### config.mk
export PLATFORM = sky130hd
export DESIGN_NAME = seq_restoring_divider
export DESIGN_NICKNAME = d
export VERILOG_FILES = /design/src/rtl/seq_restoring_divider.sv
export SDC_FILE = /design/constraint.sdc
export NUM_CORES = 1
export LEC_CHECK = 0
export BUFFER_PORTS_ARGS = -buffer_cell sky130_fd_sc_hd__buf_2
export CORE_UTILIZATION = 50
export CTS_CLUSTER_SIZE = 28
export DETAILED_ROUTE_END_ITERATION = 16
export PLACE_DENSITY = 0.81
export SETUP_SLACK_MARGIN = 0.05
export SYNTH_ARGS = -nofsm -noshare
export SYNTH_HDL_FRONTEND = slang
export SYNTH_SLANG_ARGS = --single-unit
### constraint.sdc
create_clock -name clk -period 1.95 [get_ports clk]
set_input_delay 0.2925 -clock clk [delete_from_list [all_inputs] [get_ports clk]]
set_output_delay 0.2925 -clock clk [all_outputs]
set_load 0.01 [all_outputs]
### src/rtl/seq_restoring_divider.sv
// Sequential unsigned restoring divider: one WIDTH-bit trial subtraction per clock,
// WIDTH iterations per operation, with results and a one-cycle done strobe.
module seq_restoring_divider #(
    parameter int unsigned WIDTH = 4
) (
    input  logic             clk,
    input  logic             rst_n,
    input  logic             start,
    input  logic [WIDTH-1:0] dividend,
    input  logic [WIDTH-1:0] divisor,
    output logic             busy,
    output logic             done,
    output logic [WIDTH-1:0] quotient,
    output logic [WIDTH-1:0] remainder,
    output logic             div_by_zero
);

    localparam int unsigned CW = (WIDTH > 2) ? $clog2(WIDTH) : 1;

    typedef enum logic [1:0] {
        IDLE = 2'd0,
        RUN  = 2'd1,
        DONE = 2'd2
    } state_t;

    state_t           state_q;
    logic [WIDTH-1:0] q_q, d_q, r_q;
    logic [CW-1:0]    count_q;
    logic             busy_q, done_q, dbz_q;
    logic [WIDTH-1:0] quot_q, rem_q;

    logic [WIDTH:0]   t_w, s_w;
    logic [WIDTH-1:0] q_d, r_d;

    // One shift-subtract step; a borrow out of the top bit means restore.
    always_comb begin
        t_w = {r_q, q_q[WIDTH-1]};
        s_w = t_w - {1'b0, d_q};
        q_d = {q_q[WIDTH-2:0], ~s_w[WIDTH]};
        r_d = s_w[WIDTH] ? t_w[WIDTH-1:0] : s_w[WIDTH-1:0];
    end

    // NOTE: every register in this block uses <= so all of them update from the
    // same pre-edge values; a blocking = would let later lines see new values.
    always_ff @(posedge clk or negedge rst_n) begin
        if (!rst_n) begin
            state_q <= IDLE;
            q_q     <= '0;
            d_q     <= '0;
            r_q     <= '0;
            count_q <= '0;
            busy_q  <= 1'b0;
            done_q  <= 1'b0;
            dbz_q   <= 1'b0;
            quot_q  <= '0;
            rem_q   <= '0;
        end else begin
            case (state_q)
                IDLE: begin
                    if (start) begin
                        if (divisor != '0) begin
                            q_q     <= dividend;
                            d_q     <= divisor;
                            r_q     <= '0;
                            count_q <= '0;
                            busy_q  <= 1'b1;
                            state_q <= RUN;
                        end else begin
                            quot_q  <= '1;
                            rem_q   <= dividend;
                            dbz_q   <= 1'b1;
                            done_q  <= 1'b1;
                            state_q <= DONE;
                        end
                    end
                end
                RUN: begin
                    q_q     <= q_d;
                    r_q     <= r_d;
                    count_q <= count_q + CW'(1);
                    if (count_q == CW'(WIDTH - 1)) begin
                        quot_q  <= q_d;
                        rem_q   <= r_d;
                        dbz_q   <= 1'b0;
                        busy_q  <= 1'b0;
                        done_q  <= 1'b1;
                        state_q <= DONE;
                    end
                end
                DONE: begin
                    done_q  <= 1'b0;
                    state_q <= IDLE;
                end
                default: begin
                    busy_q  <= 1'b0;
                    done_q  <= 1'b0;
                    state_q <= IDLE;
                end
            endcase
        end
    end

    assign busy        = busy_q;
    assign done        = done_q;
    assign quotient    = quot_q;
    assign remainder   = rem_q;
    assign div_by_zero = dbz_q;

endmodule

; Yosys cells after proc, flatten, opt, wreduce, memory -nomap -nowiden
; Cells that the tools add are included.
[op_classes]
add_sub_neg = 2
eq_ne = 7
muxes = 31
bitwise_logic = 2
reduce_logical = 9
[op_table]
columns = op, n
row1 = $mux 4, 11
row2 = $pmux 4 s2, 4
row3 = $mux 2, 5
row4 = $reduce_and 3->1, 3
row5 = $ne 2x2->1 const B, 4
row6 = $pmux 2 s2, 2
row7 = $reduce_and 4->1, 2
row8 = $mux 1, 6
row9 = $sub 5x4->5, 1
row10 = $eq 2x2->1 const B, 2
row11 = $pmux 1 s2, 2
row12 = $reduce_bool 4->1, 1
row13 = $pmux 1 s3, 1
row14 = $add 2x1->2 const B, 1
row15 = $eq 2x1->1 const B, 1
row16 = $logic_not 2->1, 1
row17 = $not 1->1, 2
row18 = $reduce_and 2->1, 1
row19 = $reduce_bool 2->1, 1
[word_totals]
ff_bits = 27
input_bits = 11
output_inout_bits = 11
wordCells = 61

; Longest topological paths before layout
; Gate-level depths: netlist of run 1.
[logic_depth]
word_depth = 4
mapped_depth = 8
ltp_nobuf = 8

; Worst setup path before layout of run 1
; Ideal clock, no wire load.
[synth_timing]
kind = reg2reg
from = register q_q[3]
to = register rem_q[1] (netlist: remainder[1])
setup_time_ns = 0.137
arrival_ns = 1.925
t_required_ns = 1.813
path_slack_ns = -0.112
stages_incl_launch_ff = 9
period_less_slack_ns = 2.062
cell_sequence = dfrtp_1 > inv_1 > ha_1 > fa_1 > nand2b_1 > o2bb2ai_2 > and4b_1 > a311oi_1 > a31oi_1
[synth_between]
elab_chain_cells = 4
[synth_rtl]
columns = item, line_no
row1 = start: declaration, 27  ; logic [WIDTH-1:0] q_q, d_q, r_q;
row2 = start signal: assignment, 62  ; q_q <= dividend;
row3 = start signal: assignment, 78  ; q_q <= q_d;
row4 = $sub 5x4->5, 38  ; s_w = t_w - {1'b0, d_q};
row5 = $mux 4, 40  ; r_d = s_w[WIDTH] ? t_w[WIDTH-1:0] : s_w[WIDTH-1:0];
row6 = $mux 4, 81  ; if (count_q == CW'(WIDTH - 1)) begin
row7 = $pmux 4 s2, 58  ; case (state_q)
row8 = end signal: assignment, 70  ; rem_q <= dividend;
row9 = end signal: assignment, 83  ; rem_q <= r_d;
row10 = end: declaration, 30  ; logic [WIDTH-1:0] quot_q, rem_q;
; Every way passes these cells. The select of a mux whose other input is x is not followed.
; A chain may end at the register's enable or synchronous reset.

; Final worst setup path of run 1
[layout_timing]
from = register q_q[3]
to = register rem_q[2] (netlist: remainder[2])
; Same word-level chain as after synthesis.

==> results of run 1 <==
cell usage in the layout (no fill, tap or decap), types with 6 or more instances in the layout:
master / count
buf_4: 9
nand2_1: 20
dfrtp_1: 27
nor2_1: 17
a31oi_1: 9
a21oi_1: 7
o21ai_0: 11
nand3_1: 6
buf_2: 21
inv_1: 11
cell families after synthesis:
group	count (synthesis)	synth area share
xor+xnor	3	0.0185
buf+inv	18	0.0597
simple gates	58	0.200
fa+ha+maj	6	0.0580
flops	27	0.475
mux	2	0.0149
compound gates	39	0.174
repair_timing:
item | 4_1_cts | 5_1_grt
endpoints found under the hold margin | 27 | 0
buffers inserted | 1 | 2
hold buffers | 1 | 0
resized for setup | 2 | 4
pin swaps | 0 | 8
setup endpoints to repair | 9 | 10
metrics by stage:
stage          setup TNS, ns  area [µm²]   util  power, µW  hold slack, ns
5_1_grt                -1.68        1740  0.672       3810           0.200
4_1_cts               -0.241        1680  0.650       3220           0.185
6_report              -0.895        1740  0.672       3530           0.187
3_5_place_dp          -0.202        1620  0.627       2930           0.332
3_3_place_gp               0        1620  0.627       2850           0.333
2_1_floorplan              0        1470      -       2400        -0.00309
layer usage:
layer	vias up	part of all wire
met5	-	0
met4	0	0.013
met3	4	0.042
met2	30	0.52
met1	580	0.43
li1	596	-
report_power, final:
group	switching (µW)	total [µW]	internal, µW
combinational	1150	2210	1060
clock	174	252	78.6
sequential	226	1060	832
synth_stat cells (2+ instances only):
cell type	number	area (µm²)
a21o_1	2	15.0
a21oi_1	7	35.0
a311oi_1	2	17.5
a31oi_1	9	56.3
and4b_1	3	30.0
buf_2	2	10.0
buf_4	2	15.0
dfrtp_1	27	676
ha_1	5	62.6
inv_1	12	45.0
nand2_1	20	75.1
nand2b_1	4	25.0
nand3_1	6	30.0
nand3b_1	2	15.0
nor2_1	17	63.8
o21ai_0	12	60.1
or3_1	2	12.5
xnor2_1	2	17.5
sequential cells by signal, indices dropped and copies added, names as in the netlist:
name,count
quotient,4
r_q,4
count_q,2
done,1
remainder,4
div_by_zero,1
q_q,4
busy,1
d_q,4
state_q,2
critical path, stage by stage, from the launching register on:
cell       delay, ns
dfrtp_1         0.40
inv_2           0.07
ha_4            0.16
fa_2            0.36
nand2b_4        0.16
o2bb2ai_4       0.17
buf_4           0.16
and4b_1         0.22
nor3_2          0.18
a31oi_1         0.12
how the worst min path moves through the flow:
stage / from / end / slack, ns / cells after the start
after floorplan: rst_n / busy / -0.003 / 0
after global placement: rst_n / div_by_zero / 0.33 / 1
after detailed placement: rst_n / div_by_zero / 0.33 / 1
after CTS: divisor[3] / d_q[3] / 0.18 / 3
after global routing: divisor[3] / d_q[3] / 0.20 / 3
final: divisor[3] / d_q[3] / 0.19 / 3
area by class of cell:
class | count | area (µm²) | area share
clock buffer | 3 | 22.5 | 0.0129
inverter | 12 | 45.0 | 0.0259
multi-input combinational | 108 | 749 | 0.431
sequential | 27 | 676 | 0.388
tap | 30 | 37.5 | 0.0216
timing repair buffer | 32 | 203 | 0.116
clock inverter | 1 | 7.51 | 0.00431
==> run summary, run 1 <==
fraction of layout cells with a size suffix above 1 = 0.268
Final min period = 2.10 ns
Cell Count, Final, Fillers Out = 213
total CTS buffers = 3
die area = 3070 µm²
Mapped Area = 1420 µm²
startpoint types = flip-flop
Synth Register Bits = 27
reg2reg setup slack = -0.15 ns
unrepaired setup endpoints after global routing = true
Nets = 201
Setup Skew = 0.0101 ns
Starting DRT DRC Count = 48
Post-synth EDFFs = 0
GPL Wtd Cong = 0.804
vias in the first global route = 1178
Via density = 5.68
first-pass GRT wire length = 5.27 mm
worst setup path end = remainder[2]
asr flop ratio synth = 1.00
Top-Level Pins = 22
total global-route track usage = 0.217
met3 Track Usage GR = 0.0515
RR Endpoint = remainder[2]
status = complete, but fails checks
# rows = 18
worst r2r src = q_q[3]
routed wire length = 3.30 mm
buffers added on ports = 21
failing checks = negative setup slack
crit path max fanout = 6
met2 Use GR = 0.372
DP Wirelength = 2.20 mm
Hold Path Class = primary input to flip-flop
Max Slew Vio Count = 0
Crit Path Category = flip-flop to flip-flop
# fillers = 219
clock sink count = 27
met1 Use GR = 0.278
slew margin rel. = 0.485
Core Area = 2590 µm²
Hold Fails Final Rpt = 0
crit path capture type = flip-flop
Pre-antenna DRT Iters = 4
antenna violations before repair = 0
antenna-violating nets left = 0
worst vdd ir = 0.00117 V
Residual DRC = 0
Setup WS post-layout = -0.152 ns
syn avg cell area = 9.31 µm²
Distinct cells, synth = 35
Setup WS pre-CTS = -0.0718 ns
H-tree levels = 1
worst path required time = 2.18 ns
yosys warns = 0
pin count of the biggest net entering global routing = 28
clock latency on the worst-skew pair = 0.33 ns
data arrival time of the worst path = 2.33 ns
slew of the pin with the lowest slew margin = 0.773 ns
die extent in y = 55.4 µm
CP Launch Point = q_q[3]
R2R depth = 9
placed cells = 205
sequential area share after synthesis = 0.475
Area Growth Syn to Fin = 22.2%
clk root buf = clkbuf_4
Max Cap Viol = 0
Initial Utilization = 0.550
number of diodes = 0
number of setup violations in the final report = 9
GRT overflow = 0
pwr dens = 2030 nW/µm²
CTS tree = yes
clock slew at reported path FFs = 0.16 ns
leak pwr = 0.000801 µW
per-cell routed wire length = 15.5 µm
final cycle utilization of the critical path = 1.08
Post-Synthesis Cells = 153
Max Root-Sink Buffers = 2
Die X = 55.4 µm
Synth Net Count = 170
GRT busiest layer = met2
Max Clock Freq = 476 MHz
dominant synthesized flop cell = dfrtp_1
DR vias = 1210
(Power assumes the default switching activity.)
==> inputs of run 2 (changes only) <==
CORE_UTILIZATION = 52   (was 50)
CTS_BUF_LIST = sky130_fd_sc_hd__clkbuf_2 sky130_fd_sc_hd__clkbuf_4 sky130_fd_sc_hd__clkbuf_8   (was unset)
PLACE_DENSITY = 0.84   (was 0.81)
SKIP_LAST_GASP = 1   (was unset)
==> run 2 against run 1 <==
The run still ends with negative setup slack left. Clock power about the same. Clock-buffer cell count did not move. Critical path depth down 2. Clock skew grew 0.0012 ns. Worst setup slack gained 0.15 ns. Sequential cell count stayed put. Sequential share of layout area decreased by 0.083 points. Worst hold slack better by 0.013 ns. Routed wire length fell by 2.7%. Via count increased by 2.6%. Critical endpoint is now remainder[0].
==> run summary, run 2 (same netlist as run 1, synthesis figures left out) <==
fin util = 0.691
P_int = 1930 µW
startpoint types = flip-flop
clock latency on the worst-skew pair = 0.33 ns
crit path capture type = flip-flop
total CTS buffers = 3
data arrival time of the worst path = 2.18 ns
Initial Utilization = 0.564
number of diodes = 0
Final min period = 1.95 ns
crit path cell chain = ha_4 > fa_2 > nand2b_4 > o2bb2ai_4 > and4b_1 > a311oi_2 > a31oi_1
Hold Path Class = primary input to flip-flop
switching part of the total = 0.444
Sequential Power Share = 0.303
clk root buf = clkbuf_4
Starting DRT DRC Count = 36
die extent in y = 54.3 µm
pin count of the biggest net entering global routing = 28
leak pwr = 0.000804 µW
final cycle utilization of the critical path = 1.00
commonest non-fill, non-tap cells in the layout = 27 x dfrtp_1, 21 x buf_2, 20 x nand2_1
Area after DPL = 1640 µm²
total global-route track usage = 0.244
CTS tree = yes
slew of the pin with the lowest slew margin = 0.589 ns
unrepaired setup endpoints after global routing = true
worst vdd ir = 0.00117 V
GRT overflow = 0
worst path required time = 2.17 ns
Top-Level Pins = 22
Max Cap Viol = 0
Setup WS post-layout = -0.00359 ns
Die X = 54.3 µm
post-layout instance area = 1740 µm²
Residual DRC = 0
die area = 2950 µm²
Max Clock Freq = 512 MHz
Clock Power Share = 0.072
Max Slew Vio Count = 0
clock slew at reported path FFs = 0.16 ns
commonest non-fill, non-tap cell in the layout = dfrtp_1
# rows = 18
routed wire length = 3.21 mm
Max Root-Sink Buffers = 2
Area Growth Syn to Fin = 22.5%
Via density = 5.78
first-pass GRT wire length = 5.00 mm
pwr dens = 1990 nW/µm²
Core Area = 2520 µm²
Pre-antenna DRT Iters = 4
clock sink count = 27
GPL Wtd Cong = 0.774
antenna-violating nets left = 0
DP Wirelength = 2.24 mm
# fillers = 188
number of setup violations in the final report = 1
buffers added on ports = 21
fraction of layout cells with a size suffix above 1 = 0.286
failing checks = negative setup slack
Nets = 203
crit path max fanout = 5
P_sw = 1540 µW
Setup Skew = 0.0113 ns
antenna violations before repair = 0
DR vias = 1242
per-cell routed wire length = 14.9 µm
status = complete, but fails checks
H-tree levels = 1
vias in the first global route = 1110
Crit Path Category = flip-flop to flip-flop
Hold Fails Final Rpt = 0
slowest stage delay, CP = 0.43 ns
combinational share of power = 0.625
slew margin rel. = 0.607
Worst path slowest cell = dfrtp_1
Setup WS pre-CTS = -0.0634 ns
run 2: worst max-delay path: cells and delay by family, from the launching register on:
family                     cells  cell delay (ns)
AOI/OAI and AO/OA              3             0.53
and+or+nand+nor                2             0.39
adders and majority gates      2             0.50
DFF                            1             0.43
run 2: final timing paths:
| kind | start | cells after the start | slack (ns) | to |
|---|---|---|---|---|
| worst min-delay path | divisor[3] | 3 | 0.20 | d_q[3] |
| max in group asynchronous | rst_n | 2 | 1.08 | d_q[0] |
| worst max-delay path | d_q[0] | 7 | -0.004 | remainder[0] |
| min in group asynchronous | rst_n | 2 | 0.47 | count_q[0] |
| worst max register to register | d_q[0] | 7 | -0.004 | remainder[0] |
| worst min register to register | count_q[0] | 1 | 0.49 | count_q[0] |
run 2: repair_timing:
item,CTS,global route
buffers inserted,2,0
hold buffers,1,0
endpoints found under the setup margin,10,11
pin swaps,5,3
gates cloned,1,0
hold endpoints to repair,27,0
resized for setup,4,3
run 2: power groups by stage:
stage | Combinational, µW | Clock (µW) | Sequential [µW]
2_1_floorplan | 1360 | 0 | 1050
3_5_place_dp | 1940 | 0 | 1060
5_1_grt | 2390 | 277 | 1090
3_3_place_gp | 1890 | 0 | 1040
4_1_cts | 2080 | 254 | 1040
6_report | 2170 | 251 | 1050
run 2: metrics by stage:
stage / total power (µW) / TNS, ns / instances / hold slack [ns]
CTS: 3380 / -0.107 / 215 / 0.203
global route: 3750 / -0.468 / 215 / 0.223
detailed placement: 3000 / -0.214 / 207 / 0.329
finish: 3460 / -0.00359 / 215 / 0.201
floorplan: 2400 / 0 / 153 / -0.00309
global placement: 2930 / -0.0487 / 207 / 0.329
run 2: layout make-up:
class | instances | area [µm²] | share of cell area
Tap cell | 30 | 37.5 | 0.0215
Clock inverter | 1 | 7.51 | 0.00430
Inverter | 12 | 45.0 | 0.0258
Timing Repair Buffer | 33 | 198 | 0.113
Multi-Input combinational cell | 109 | 758 | 0.435
Sequential cell | 27 | 676 | 0.387
Clock buffer | 3 | 22.5 | 0.0129
run 2: metal layers:
metal | wire [µm] | part of all wire | global-route usage | up-vias
met5 | 0 | 0 | 0 | -
met4 | 75 | 0.023 | 0.124 | 0
met3 | 104 | 0.032 | 0.0306 | 6
met2 | 1610 | 0.50 | 0.404 | 30
met1 | 1420 | 0.44 | 0.308 | 604
li1 | - | - | - | 602
